### src/rtl/frame_pkg.sv
// Shared types and helpers for the I2C frame assembler.
// Holds the assembler FSM state encoding and the header sync-field compare.
// No ports; imported by the assembler top.
package frame_pkg;

   typedef enum logic [1:0] {
      IDLE  = 2'd0,
      RECV  = 2'd1,
      CHECK = 2'd2,
      HOLD  = 2'd3
   } state_e;

   localparam logic [7:0] DROP_MAX = 8'hFF;

   // True when the bits above the opcode field equal the sync pattern.
   // The pattern is passed zero-extended to 8 bits.
   function automatic logic sync_match(input logic [7:0] hdr,
                                       input int unsigned opcode_w,
                                       input logic [7:0] pattern);
      logic [7:0] field;
      field = hdr >> opcode_w;
      return field == pattern;
   endfunction

endpackage

### src/rtl/byte_flag_sync.sv
// Brings the I2C slave's byte_flag level into the clk domain and turns each
// rising edge into a single-cycle pulse (3 clk from input rise to pulse).
// Ports: clk, rst (async, active-high), async_in (raw level), rise_pulse (out).
module byte_flag_sync (
   input  logic clk,
   input  logic rst,
   input  logic async_in,
   output logic rise_pulse
);

   logic meta_q;
   logic sync_q;
   logic prev_q;
   logic rise_q;

   always_ff @(posedge clk or posedge rst) begin
      if (rst) begin
         meta_q <= 1'b0;
         sync_q <= 1'b0;
         prev_q <= 1'b0;
         rise_q <= 1'b0;
      end else begin
         meta_q <= async_in;
         sync_q <= meta_q;
         prev_q <= sync_q;
         // Registered edge so a long high level produces exactly one pulse.
         rise_q <= sync_q & ~prev_q;
      end
   end

   assign rise_pulse = rise_q;

endmodule

### src/rtl/i2c_frame_assembler.sv
// Assembles a sync/opcode header plus NUM_OPERANDS big-endian operands from the
// I2C slave byte stream into one payload, offered on frame_valid/frame_ready.
// Ports: clk, rst, byte_flag/byte_data (in), frame_valid/opcode/payload (out),
// frame_ready (in), err_timeout/err_checksum pulses, drop_count (saturating).
// Optional feature macro: FRAME_CHECKSUM_EN adds a trailing XOR checksum byte.
module i2c_frame_assembler
   import frame_pkg::*;
#(
   parameter int                    OPERAND_W      = 32,
   parameter int                    NUM_OPERANDS   = 3,
   parameter int                    OPCODE_W       = 2,
   parameter logic [7-OPCODE_W:0]   SYNC_PATTERN   = 6'b111111,
   parameter int                    TIMEOUT_CYCLES = 1000000
) (
   input  logic                              clk,
   input  logic                              rst,
   input  logic                              byte_flag,
   input  logic [7:0]                        byte_data,
   output logic                              frame_valid,
   input  logic                              frame_ready,
   output logic [OPCODE_W-1:0]               frame_opcode,
   output logic [NUM_OPERANDS*OPERAND_W-1:0] frame_payload,
   output logic                              err_timeout,
   output logic                              err_checksum,
   output logic [7:0]                        drop_count
);

   localparam int PW  = NUM_OPERANDS * OPERAND_W;
   localparam int PB  = PW / 8;
   localparam int BCW = $clog2(PB + 1);
   localparam int TCW = $clog2(TIMEOUT_CYCLES + 1);

   if ((OPERAND_W % 8) != 0 || NUM_OPERANDS < 1 || OPCODE_W < 1 || OPCODE_W > 7
       || TIMEOUT_CYCLES < 1) begin : g_param_check
      $error("i2c_frame_assembler: illegal parameter combination");
   end

   logic capture;

   byte_flag_sync u_sync (
      .clk        (clk),
      .rst        (rst),
      .async_in   (byte_flag),
      .rise_pulse (capture)
   );

   state_e                state_q,   state_d;
   logic [OPCODE_W-1:0]   opcode_q,  opcode_d;
   logic [PW-1:0]         payload_q, payload_d;
   logic [BCW-1:0]        bcnt_q,    bcnt_d;
   logic [TCW-1:0]        tcnt_q,    tcnt_d;
   logic [7:0]            drop_q,    drop_d;
   logic                  err_tmo_q, err_tmo_d;
   logic                  hdr_hit;
   logic                  last_byte;
   logic                  tmo_hit;

   assign hdr_hit   = sync_match(byte_data, OPCODE_W, 8'(SYNC_PATTERN));
   assign last_byte = (bcnt_q == BCW'(PB - 1));
   assign tmo_hit   = (tcnt_q == TCW'(TIMEOUT_CYCLES - 1));

`ifdef FRAME_CHECKSUM_EN
   logic [7:0] csum_q, csum_d;
   logic       err_cs_q, err_cs_d;
`endif

   always_comb begin
      state_d   = state_q;
      opcode_d  = opcode_q;
      payload_d = payload_q;
      bcnt_d    = bcnt_q;
      tcnt_d    = tcnt_q;
      drop_d    = drop_q;
      err_tmo_d = 1'b0;
`ifdef FRAME_CHECKSUM_EN
      csum_d    = csum_q;
      err_cs_d  = 1'b0;
`endif

      case (state_q)
         IDLE: begin
            tcnt_d = '0;
            if (capture && hdr_hit) begin
               opcode_d = byte_data[OPCODE_W-1:0];
               bcnt_d   = '0;
`ifdef FRAME_CHECKSUM_EN
               csum_d   = byte_data;
`endif
               state_d  = RECV;
            end
         end

         RECV: begin
            if (capture) begin
               // Shift left so the first operand byte ends up in the MSBs.
               payload_d = (payload_q << 8) | PW'(byte_data);
               tcnt_d    = '0;
`ifdef FRAME_CHECKSUM_EN
               csum_d    = csum_q ^ byte_data;
`endif
               if (last_byte) begin
`ifdef FRAME_CHECKSUM_EN
                  state_d = CHECK;
`else
                  state_d = HOLD;
`endif
               end else begin
                  bcnt_d = bcnt_q + BCW'(1);
               end
            end else if (tmo_hit) begin
               err_tmo_d = 1'b1;
               tcnt_d    = '0;
               state_d   = IDLE;
            end else begin
               tcnt_d = tcnt_q + TCW'(1);
            end
         end

`ifdef FRAME_CHECKSUM_EN
         CHECK: begin
            if (capture) begin
               tcnt_d = '0;
               if (byte_data == csum_q) begin
                  state_d = HOLD;
               end else begin
                  err_cs_d = 1'b1;
                  state_d  = IDLE;
               end
            end else if (tmo_hit) begin
               err_tmo_d = 1'b1;
               tcnt_d    = '0;
               state_d   = IDLE;
            end else begin
               tcnt_d = tcnt_q + TCW'(1);
            end
         end
`endif

         HOLD: begin
            tcnt_d = '0;
            // Bytes arriving while a frame is held, transfer cycle included,
            // are lost; count them so the consumer can see it fell behind.
            if (capture && (drop_q != DROP_MAX)) begin
               drop_d = drop_q + 8'd1;
            end
            if (frame_ready) begin
               state_d = IDLE;
            end
         end

         default: begin
            state_d = IDLE;
         end
      endcase
   end

   always_ff @(posedge clk or posedge rst) begin
      if (rst) begin
         state_q   <= IDLE;
         opcode_q  <= '0;
         payload_q <= '0;
         bcnt_q    <= '0;
         tcnt_q    <= '0;
         drop_q    <= '0;
         err_tmo_q <= 1'b0;
      end else begin
         state_q   <= state_d;
         opcode_q  <= opcode_d;
         payload_q <= payload_d;
         bcnt_q    <= bcnt_d;
         tcnt_q    <= tcnt_d;
         drop_q    <= drop_d;
         err_tmo_q <= err_tmo_d;
      end
   end

`ifdef FRAME_CHECKSUM_EN
   always_ff @(posedge clk or posedge rst) begin
      if (rst) begin
         csum_q   <= '0;
         err_cs_q <= 1'b0;
      end else begin
         csum_q   <= csum_d;
         err_cs_q <= err_cs_d;
      end
   end
   assign err_checksum = err_cs_q;
`else
   assign err_checksum = 1'b0;
`endif

   assign frame_valid   = (state_q == HOLD);
   assign frame_opcode  = opcode_q;
   assign frame_payload = payload_q;
   assign err_timeout   = err_tmo_q;
   assign drop_count    = drop_q;

endmodule

### config.mk
export PLATFORM = sky130hd
export DESIGN_NAME = i2c_frame_assembler
export DESIGN_NICKNAME = d
export VERILOG_FILES = /design/src/rtl/frame_pkg.sv /design/src/rtl/byte_flag_sync.sv /design/src/rtl/i2c_frame_assembler.sv
export SDC_FILE = /design/constraint.sdc
export NUM_CORES = 1
export LEC_CHECK = 0
export BUFFER_PORTS_ARGS = -buffer_cell sky130_fd_sc_hd__buf_2
export CORE_MARGIN = 2
export CORE_UTILIZATION = 36
export CTS_CLUSTER_SIZE = 28
export DETAILED_ROUTE_END_ITERATION = 10
export GPL_ROUTABILITY_DRIVEN = 0
export PLACE_DENSITY = 0.66
export REMOVE_ABC_BUFFERS = 1
export SKIP_CTS_REPAIR_TIMING = 1
export SLEW_MARGIN = 20
export SYNTH_ARGS = -nofsm -noshare
export SYNTH_HDL_FRONTEND = slang
export SYNTH_SLANG_ARGS = --single-unit
### constraint.sdc
create_clock -name clk -period 4.7 [get_ports clk]
set_input_delay 0.235 -clock clk [delete_from_list [all_inputs] [get_ports clk]]
set_output_delay 0.235 -clock clk [all_outputs]
set_load 0.005 [all_outputs]
==> impl_results.md, run 1 <==
* Total grt overflow at 0
* 1st-pass router iterations at 4
* Mapped cell area at 0.00565 mm²
* Hold_ws at -0.0133 ns
* Final Total Pwr at 4.06 mW
* Tot GR Track Use at 0.136
* PD cells at 576 mW/mm²
* First-pass GRT wire length at 17.8 mm
* Synth Area per Inst at 13.3 µm²
* Die Y at approximately 130 µm
* RSZ-0062 raised after global routing: no
* Layout area overhead at 24.7%
* Slew HR at 0.311
* IO Count at 121
* Fin nets at 569
* Largest net degree at the start of global routing at 92
* VDD IR max at approximately 0.27 mV
* Failing checks: negative hold slack
* Slew Limit Fails at 0
* Clock power share at 0.320
* Part of the power in registers at 0.426
* FP Rows at 45
* Switching share of power at 0.312
* Final ANT Viol Nets at 0
* Asr flop ratio synth at 1.00
* Initial antenna violation count at 0
* CTS Buffer Depth at 2
* Via count at around 3800
* Vias in the first global route at 3639
* Period utilization at 0.574
* Port Buffers at 119
* Yosys warns at 0
* Setup TNS at 0 ns
* Later-pin clock latency in the skew report at 0.41 ns
* Final clock skew at 0.0115 ns
* Minimum clock period at 2.70 ns
* Int Power at 2.79 mW
* Static leakage at 3.56 nW
* Drt wl/cell at ~14 µm
* Post-synth EDFFs at 0
* Antenna cell count at 0
* Core Region at about 0.015 mm²
* Final Setup Violations at 0
* CP endpoint kind: flop
* CP arrival at 3.03 ns
* Cts bufs inserted at 17
* Post-synth top cells: dfrtp_1 (137), mux2_2 (99), nand2_1 (33)
* Root Buffer: clkbuf_16
* Reg2reg setup slack at between 2 and 2.5 ns
* CP required at approximately 5.0 ns
* Number of remaining DRC errors at 0
* Synth area leaders: dfrtp_1 (61%), mux2_2 (20%), nand2_1 (2.2%)
* Critical path class: flop to flop
* Combinational Power Share at 0.254
* Crit path max fanout at 22
* Clock transition at path regs at 0.06 ns
* H-tree depth at 4
* Flops & latches, synth at 137
* Worst-Margin Slew at between 1 and 1.5 ns
* Initial Util at 0.370
* Iter 0 DRT Violations at around 200
* CTS tree: done
* Nature of the critical path startpoint: flop
* Post-DP HPWL at 7.56 mm
* Layout cells sized above 1 at 0.456
* Switch Pwr at 1.27 mW
* Cell with the most instances after synthesis: dfrtp_1
* FMAX at ~370 MHz
* Post-synthesis sequential area ratio at 0.607
* Maxcap violations at 0
* Library cells used by synthesis at 42
* Chip Width at 129 µm
* Status: finished with violations
* Mapped Cells at between 400 and 500
* Yosys top cell area share at 0.607
* Post-synth top area cell: dfrtp_1
* Via-to-Cell Ratio at 4.88
* Hold Crit Class: input port to async pin
* Ys flop type: dfrtp_1
* Total wire length at 11.1 mm
* Clock Sinks at approximately 140
* Die area at 0.0167 mm²
* Fin. Hold Viols at 21
* Fin util at 0.462
## path summary, 6_finish.rpt
path	start	end	cells after the start
worst max-delay path	state_q[0]$_DFFE_PP0P_	tcnt_q[5]$_DFFE_PP0P_	6
worst min-delay path	rst	frame_payload[57]$_DFFE_PP0P_	2
worst max register to register	state_q[0]$_DFFE_PP0P_	tcnt_q[5]$_DFFE_PP0P_	6
worst min register to register	u_sync.meta_q$_DFF_PP0_	u_sync.sync_q$_DFF_PP0_	0
max in group asynchronous	rst	frame_payload[55]$_DFFE_PP0P_	3
min in group clk	byte_data[2]	frame_payload[2]$_DFFE_PP0P_	2
## layout make-up
cell class,instances,area (µm²)
flip-flops and latches,137,3430
repair buffers,122,621
clock buffers,17,425
fillers,1409,8210
well taps,211,264
inverters,10,42.5
clock inverters,15,158
multi-input cells,262,2110
## flip-flops by register name (all words and copies together) (netlist names), 2 cells and up
| name | flops |
|---|---|
| bcnt_q | 4 |
| drop_count | 8 |
| frame_opcode | 2 |
| frame_payload | 96 |
| state_q | 2 |
| tcnt_q | 20 |
## cells by family after synthesis
family,count (synthesis),share of synthesized area
compound gates,44,0.0489
xor+xnor,10,0.0155
fa+ha+maj,7,0.0155
buf+inv,27,0.0215
flops,137,0.607
mux,99,0.197
other cells,1,0.000664
simple gates,101,0.0941
## metrics by stage
stage,instances,instance area [µm²],setup slack (ns)
2_1_floorplan,409,5570,0.797
3_3_place_gp,741,6450,2.19
3_5_place_dp,741,6450,2.07
4_1_cts,773,7040,2.04
5_1_grt,774,7050,1.68
6_report,774,7050,2.00
## placed cells by master, fill, tap and decap left out, drive strengths merged, types with 6 or more instances in the layout
cell	n
a21oi	8
buf	121
clkbuf	17
dfrtp	137
ha	7
inv	18
mux2	99
nand2	33
nand3	20
nand4	6
nor2	7
o21ai	18
or3	6
xnor2	6
## metal layers
layer	global-route usage	vias to the layer above	wire, µm
li1	-	1787	-
met1	0.182	1869	5280
met2	0.208	112	5090
met3	0.0454	6	655
met4	0.0454	0	57
met5	0	-	0
## power groups by stage
stage | Combinational (mW) | Sequential, mW | Clock (mW)
2_1_floorplan | 0.591 | 1.74 | 0
3_3_place_gp | 1.02 | 1.73 | 0
3_5_place_dp | 1.04 | 1.76 | 0
4_1_cts | 1.05 | 1.73 | 1.34
5_1_grt | 1.14 | 1.78 | 1.39
6_report | 1.03 | 1.73 | 1.30
## worst max-delay path, cell delays in order, from the launching register on
cell and delay [ns]:
dfrtp_1 0.41, inv_1 0.08, ha_1 0.46, nand3b_1 0.43
a21oi_1 0.87, a21oi_1 0.14, o21ai_0 0.21
Note: power is estimated with default switching activity, not from simulation.
==> inputs of run 2 (changes only) <==
Settings changed: PLACE_DENSITY 0.66 to 0.68.
Clock period 4.7 ns to 2.2 ns, I/O delays scaled along.
==> run 2 against run 1 <==
The run now ends clean. Global-route usage is 0.11 points higher. Routed wire length up 2.4%. Clock skew is 0.0046 ns lower.
==> impl_results.md, run 2 (synthesis results as in run 1) <==
* Total wire length at 11.4 mm (+2.4%)
* CP max-delay cell: dfrtp_1
* Most frequent cells in the layout: dfrtp_1 (137), buf_2 (119), mux2_2 (99)
* Critical path class: flop to flop
* Vias in the first global route at 3715 (+2.1%)
* Max stage delay on crit path at 0.39 ns (-0.48 ns)
* Tot GR Track Use at 0.137 (+0.00112)
* Initial Util at 0.370 (unchanged)
* Hold Crit Class: input port to flop
* Hold_ws at 0.232 ns (+0.245 ns)
* First-pass GRT wire length at 18.1 mm (+1.5%)
* Static leakage at 3.66 nW (+2.7%)
* 1st-pass router iterations at 5 (+1)
* IO Count at 121 (unchanged)
* Dpl cell area at 0.00652 mm² (+0.97%)
* Layout cells sized above 1 at 0.456 (-0.000677)
* Final clock skew at 0.00688 ns (-0.00457 ns)
* Final Setup Violations at 0 (unchanged)
* Layout Cell Area excl Fill at 0.00726 mm² (+3.1%)
* Antenna cell count at 0 (unchanged)
* Cts bufs inserted at 17 (unchanged)
* Worst-Margin Slew at 0.667 ns (-0.367 ns)
* Die area at 0.0167 mm² (unchanged)
* Final ANT Viol Nets at 0 (unchanged)
* Worst path cell trace: inv_1 -> ha_1 -> nand2_4 -> a21oi_1 -> o21ai_0 -> o21ai_0 -> o31ai_1
* Minimum clock period at 1.99 ns (-0.706 ns)
* Most common cell after layout, fill and taps aside: dfrtp_1
* CTS tree: done
* FMAX at 502 MHz (+35%)
* Port Buffers at 119 (unchanged)
* Met2 Usage GRT at 0.215 (+0.00712)
* RSZ-0062 raised after global routing: no
* Met3 usage at 0.0434 (-0.00206)
* Max reg flops at 96 (unchanged)
* Post-DP HPWL at 7.93 mm (+4.9%)
* Via-to-Cell Ratio at 4.88 (about the same)
* Initial antenna violation count at 0 (unchanged)
* Fin. Hold Viols at 0 (-100%)
* H-tree depth at 4 (unchanged)
* Iter 0 DRT Violations at 201 (-0.50%)
* Maxcap violations at 0 (unchanged)
* Met1 Use GR at 0.179 (-0.00217)
* VDD IR max at 0.618 mV (+130%)
* Slew Limit Fails at 0 (unchanged)
* Final Total Pwr at 9.05 mW (+120%)
* Largest net degree at the start of global routing at 61 (-34%)
* Drt wl/cell at 14.4 µm (+0.62%)
* CP arrival at 2.28 ns (-0.75 ns)
* CP endpoint kind: flop
* Slew HR at 0.556 (+0.244)
* Via count at 3843 (+1.8%)
* Core Region at 0.0153 mm² (unchanged)
* Later-pin clock latency in the skew report at 0.41 ns (about the same)
* Root Buffer: clkbuf_16
* Die Y at 129 µm (unchanged)
* FP Rows at 45 (unchanged)
* PD cells at 1250 mW/mm² (+120%)
* Status: complete, no violations
* Period utilization at 0.906 (+0.331)
* Chip Width at 129 µm (unchanged)
* Crit path max fanout at 17 (-23%)
* Top Usage Layer GRT: met2
* Most used cell along the critical path: o21ai_0
* Layout area overhead at 28.5%
* Clock Sinks at 137 (unchanged)
* CTS Buffer Depth at 2 (unchanged)
* CP required at 2.49 ns (-2.54 ns)
* Nature of the critical path startpoint: flop
* Total grt overflow at 0 (unchanged)
* Number of remaining DRC errors at 0 (unchanged)
* Clock transition at path regs at 0.06 ns (about the same)
* Fin nets at 583 (+2.5%)
[run 2: changes by cell type in the layout (fill, tap and decap cells not counted), sizes merged]
cell | before | now
buf | 121 | 126
inv | 18 | 13
clkinvlp | 3 | 4
clkbuf | 17 | 19
bufinv | 1 | 4
dlygate4sd3 | 1 | 10
clkinv | 3 | 2
[run 2: worst paths after layout]
check	from	end	slack, ns	cells past startpoint
min	frame_ready	state_q[0]$_DFFE_PP0P_	0.23	4
max in group asynchronous	rst	frame_payload[46]$_DFFE_PP0P_	1.10	4
min reg2reg	u_sync.meta_q$_DFF_PP0_	u_sync.sync_q$_DFF_PP0_	0.35	0
max	state_q[1]$_DFFE_PP0P_	bcnt_q[3]$_DFFE_PP0P_	0.21	7
min in group asynchronous	rst	frame_payload[91]$_DFFE_PP0P_	0.27	3
max reg2reg	state_q[1]$_DFFE_PP0P_	bcnt_q[3]$_DFFE_PP0P_	0.21	7
[run 2: layout make-up]
cell class | instances | area, µm²
clock buffers | 19 | 453
clock inverters | 13 | 190
fillers | 1377 | 7990
inverters | 10 | 42.5
multi-input cells | 262 | 2110
flip-flops and latches | 137 | 3430
well taps | 211 | 264
repair buffers | 136 | 773
[run 2: layer usage]
| layer | share of wire | vias to the layer above |
|---|---|---|
| met5 | 0 | - |
| met4 | 0.016 | 0 |
| met3 | 0.058 | 20 |
| met2 | 0.46 | 113 |
| met1 | 0.47 | 1896 |
| li1 | - | 1814 |
[run 2: power by group]
part / switching (mW) / internal, mW / total [mW]
Clock: 1.08 / 1.97 / 3.05
Sequential: 0.485 / 3.20 / 3.69
Combinational: 1.09 / 1.23 / 2.32
[run 2: per-stage QoR]
step                setup WS, ns   util  TNS, ns  std cells
CTS                      -0.0851  0.469   -0.115        778
finish                     0.208  0.476        0        788
global route              0.0427  0.476        0        788
detailed placement       -0.0817  0.427  -0.0817        746
global placement           0.173  0.427        0        746
floorplan                  -1.58      -  -334.39        409
[run 2: worst max-delay path, delay by kind of cell (launching register included)]
family / cells / cell delay (ns)
compound gates: 4 / 0.78
flops: 1 / 0.39
buf+inv: 1 / 0.11
simple gates: 1 / 0.22
fa+ha+maj: 1 / 0.36
==> inputs of run 3 (changes only) <==
Settings changed: CORE_ASPECT_RATIO set to 0.8.
==> run 3 against run 2 <==
Sequential power about the same. Die area hardly changed. Non-clock buffer count rose by 1. Combinational power barely moved. Critical path type unchanged. Critical endpoint is now bcnt_q[2]$_DFFE_PP0P_.
==> impl_results.md, run 3 (synthesis results as in run 1) <==
* Fin nets at 584 (+0.17%)
* IO Count at 121 (unchanged)
* Initial antenna violation count at 0 (unchanged)
* Minimum clock period at 1.92 ns (-0.0739 ns)
* Die Y at 116 µm (-10%)
* Slew Limit Fails at 0 (unchanged)
* Fin. Hold Viols at 0 (unchanged)
* CTS Buffer Depth at 2 (unchanged)
* 1st-pass router iterations at 5 (unchanged)
* Max stage delay on crit path at 0.40 ns (about the same)
* Antenna cell count at 0 (unchanged)
* Period utilization at 0.872 (-0.0336)
* Slew HR at 0.571 (+0.0158)
* Total grt overflow at 0 (unchanged)
* CP endpoint kind: flop
* Number of remaining DRC errors at 0 (unchanged)
* Worst path cell trace: inv_1 -> ha_1 -> nand2_4 -> a21oi_1 -> o21ai_0 -> o21ai_0 -> nand2_1
* Final Setup Violations at 0 (unchanged)
* Static leakage at 3.64 nW (-0.61%)
* Cts bufs inserted at 17 (unchanged)
* Status: complete, no violations
* Worst-Margin Slew at 0.643 ns (-0.0238 ns)
* Maxcap violations at 0 (unchanged)
* Chip Width at 144 µm (+11%)
* Final ANT Viol Nets at 0 (unchanged)
* Iter 0 DRT Violations at 282 (+40%)
* Nature of the critical path startpoint: flop
* CTS tree: done
* CP required at 2.49 ns (about the same)
* First-pass GRT wire length at 18.8 mm (+4.0%)
* Final Total Pwr at 8.69 mW (-4.1%)
* Most common cell after layout, fill and taps aside: dfrtp_1
* WHS Path Cells at 4 (unchanged)
* Hold Crit Class: input port to flop
* Worst reg-to-reg path cell count at 7 (unchanged)
* Max reg flops at 96 (unchanged)
* Clock Sinks at 137 (unchanged)
* Layout Cell Area excl Fill at 0.00720 mm² (-0.95%)
* Layout area overhead at 27.3%
* Post-DP HPWL at 8.11 mm (+2.2%)
* Via count at 3881 (+0.99%)
* Initial Util at 0.373 (+0.00229)
* Crit path max fanout at 9 (-8)
* Core Region at 0.0152 mm² (-0.62%)
* RSZ-0062 raised after global routing: no
* Clock transition at path regs at 0.06 ns (about the same)
* Dpl cell area at 0.00654 mm² (+0.29%)
* Most used cell along the critical path: o21ai_0
* Root Buffer: clkbuf_16
* PD cells at 1210 mW/mm² (-3.1%)
* VDD IR max at 0.556 mV (-10%)
* Critical path class: flop to flop
* Vias in the first global route at 3774 (+1.6%)
* H-tree depth at 4 (unchanged)
* Placed Cells at 746 (unchanged)
* Largest net degree at the start of global routing at 73 (+20%)
* CP arrival at 2.21 ns (-0.07 ns)
* Hold_ws at 0.227 ns (-0.00476 ns)
* Drt wl/cell at 14.7 µm (+1.9%)
* Worst slack at placement at 0.312 ns (+0.394 ns)
* Reg2reg setup slack at 0.28 ns (+0.07 ns)
* Later-pin clock latency in the skew report at 0.41 ns (about the same)
* FP Rows at 40 (-11%)
* Final clock skew at 0.00842 ns (+0.00154 ns)
* FMAX at 521 MHz (+3.9%)
* Layout cells sized above 1 at 0.450 (-0.00598)
* Tot GR Track Use at 0.145 (+0.00866)
* Non-filler cells, final at 788 (unchanged)
* Port Buffers at 119 (unchanged)
* CP max-delay cell: dfrtp_1
* Most frequent cells in the layout: dfrtp_1 (137), buf_2 (119), mux2_2 (99)
* Setup WS post-layout at 0.282 ns (+0.0739 ns)
* Total wire length at 11.6 mm (+1.9%)
* Die area at 0.0167 mm² (about the same)
* Via-to-Cell Ratio at 4.93 (+0.99%)
[run 3: final cells by class]
class | count | area, µm²
multi-input combinational | 262 | 2110
inverter | 10 | 42.5
timing repair buffer | 137 | 793
clock buffer | 22 | 464
sequential | 137 | 3430
tap | 210 | 263
fill | 1347 | 7970
clock inverter | 10 | 95.1
[run 3: critical path: cells and delay by family, from the launching register on]
kind / cells / cell delay, ns
and+or+nand+nor: 2 / 0.19
buffers and inverters: 1 / 0.11
DFF: 1 / 0.40
adders and majority gates: 1 / 0.37
AOI/OAI and AO/OA: 3 / 0.72
[run 3: per-stage QoR]
stage,utilization,TNS [ns]
2_1_floorplan,-,-334.39
3_3_place_gp,0.431,0
3_5_place_dp,0.431,0
4_1_cts,0.468,0
5_1_grt,0.475,0
6_report,0.475,0
[run 3: path summary, 6_finish.rpt]
| check | endpoint | start |
|---|---|---|
| worst max-delay path | bcnt_q[2]$_DFFE_PP0P_ | state_q[1]$_DFFE_PP0P_ |
| worst min-delay path | state_q[0]$_DFFE_PP0P_ | frame_ready |
| min in group asynchronous | frame_payload[86]$_DFFE_PP0P_ | rst |
| max in group asynchronous | tcnt_q[1]$_DFFE_PP0P_ | rst |
| worst min register to register | u_sync.sync_q$_DFF_PP0_ | u_sync.meta_q$_DFF_PP0_ |
| worst max register to register | bcnt_q[2]$_DFFE_PP0P_ | state_q[1]$_DFFE_PP0P_ |
[run 3: report_power, final]
group          internal [mW]  total (mW)  switching [mW]
Sequential              3.20        3.69           0.493
Combinational           1.25        2.34            1.09
Clock                   1.61        2.65            1.04
[run 3: routing by layer]
layer  share of wire  vias up  GRT usage  wire (µm)
li1                -     1801          -          -
met1            0.45     1932      0.186       5200
met2            0.48      142      0.228       5540
met3           0.066        6     0.0537        762
met4          0.0062        0     0.0529         72
met5               0        -          0          0
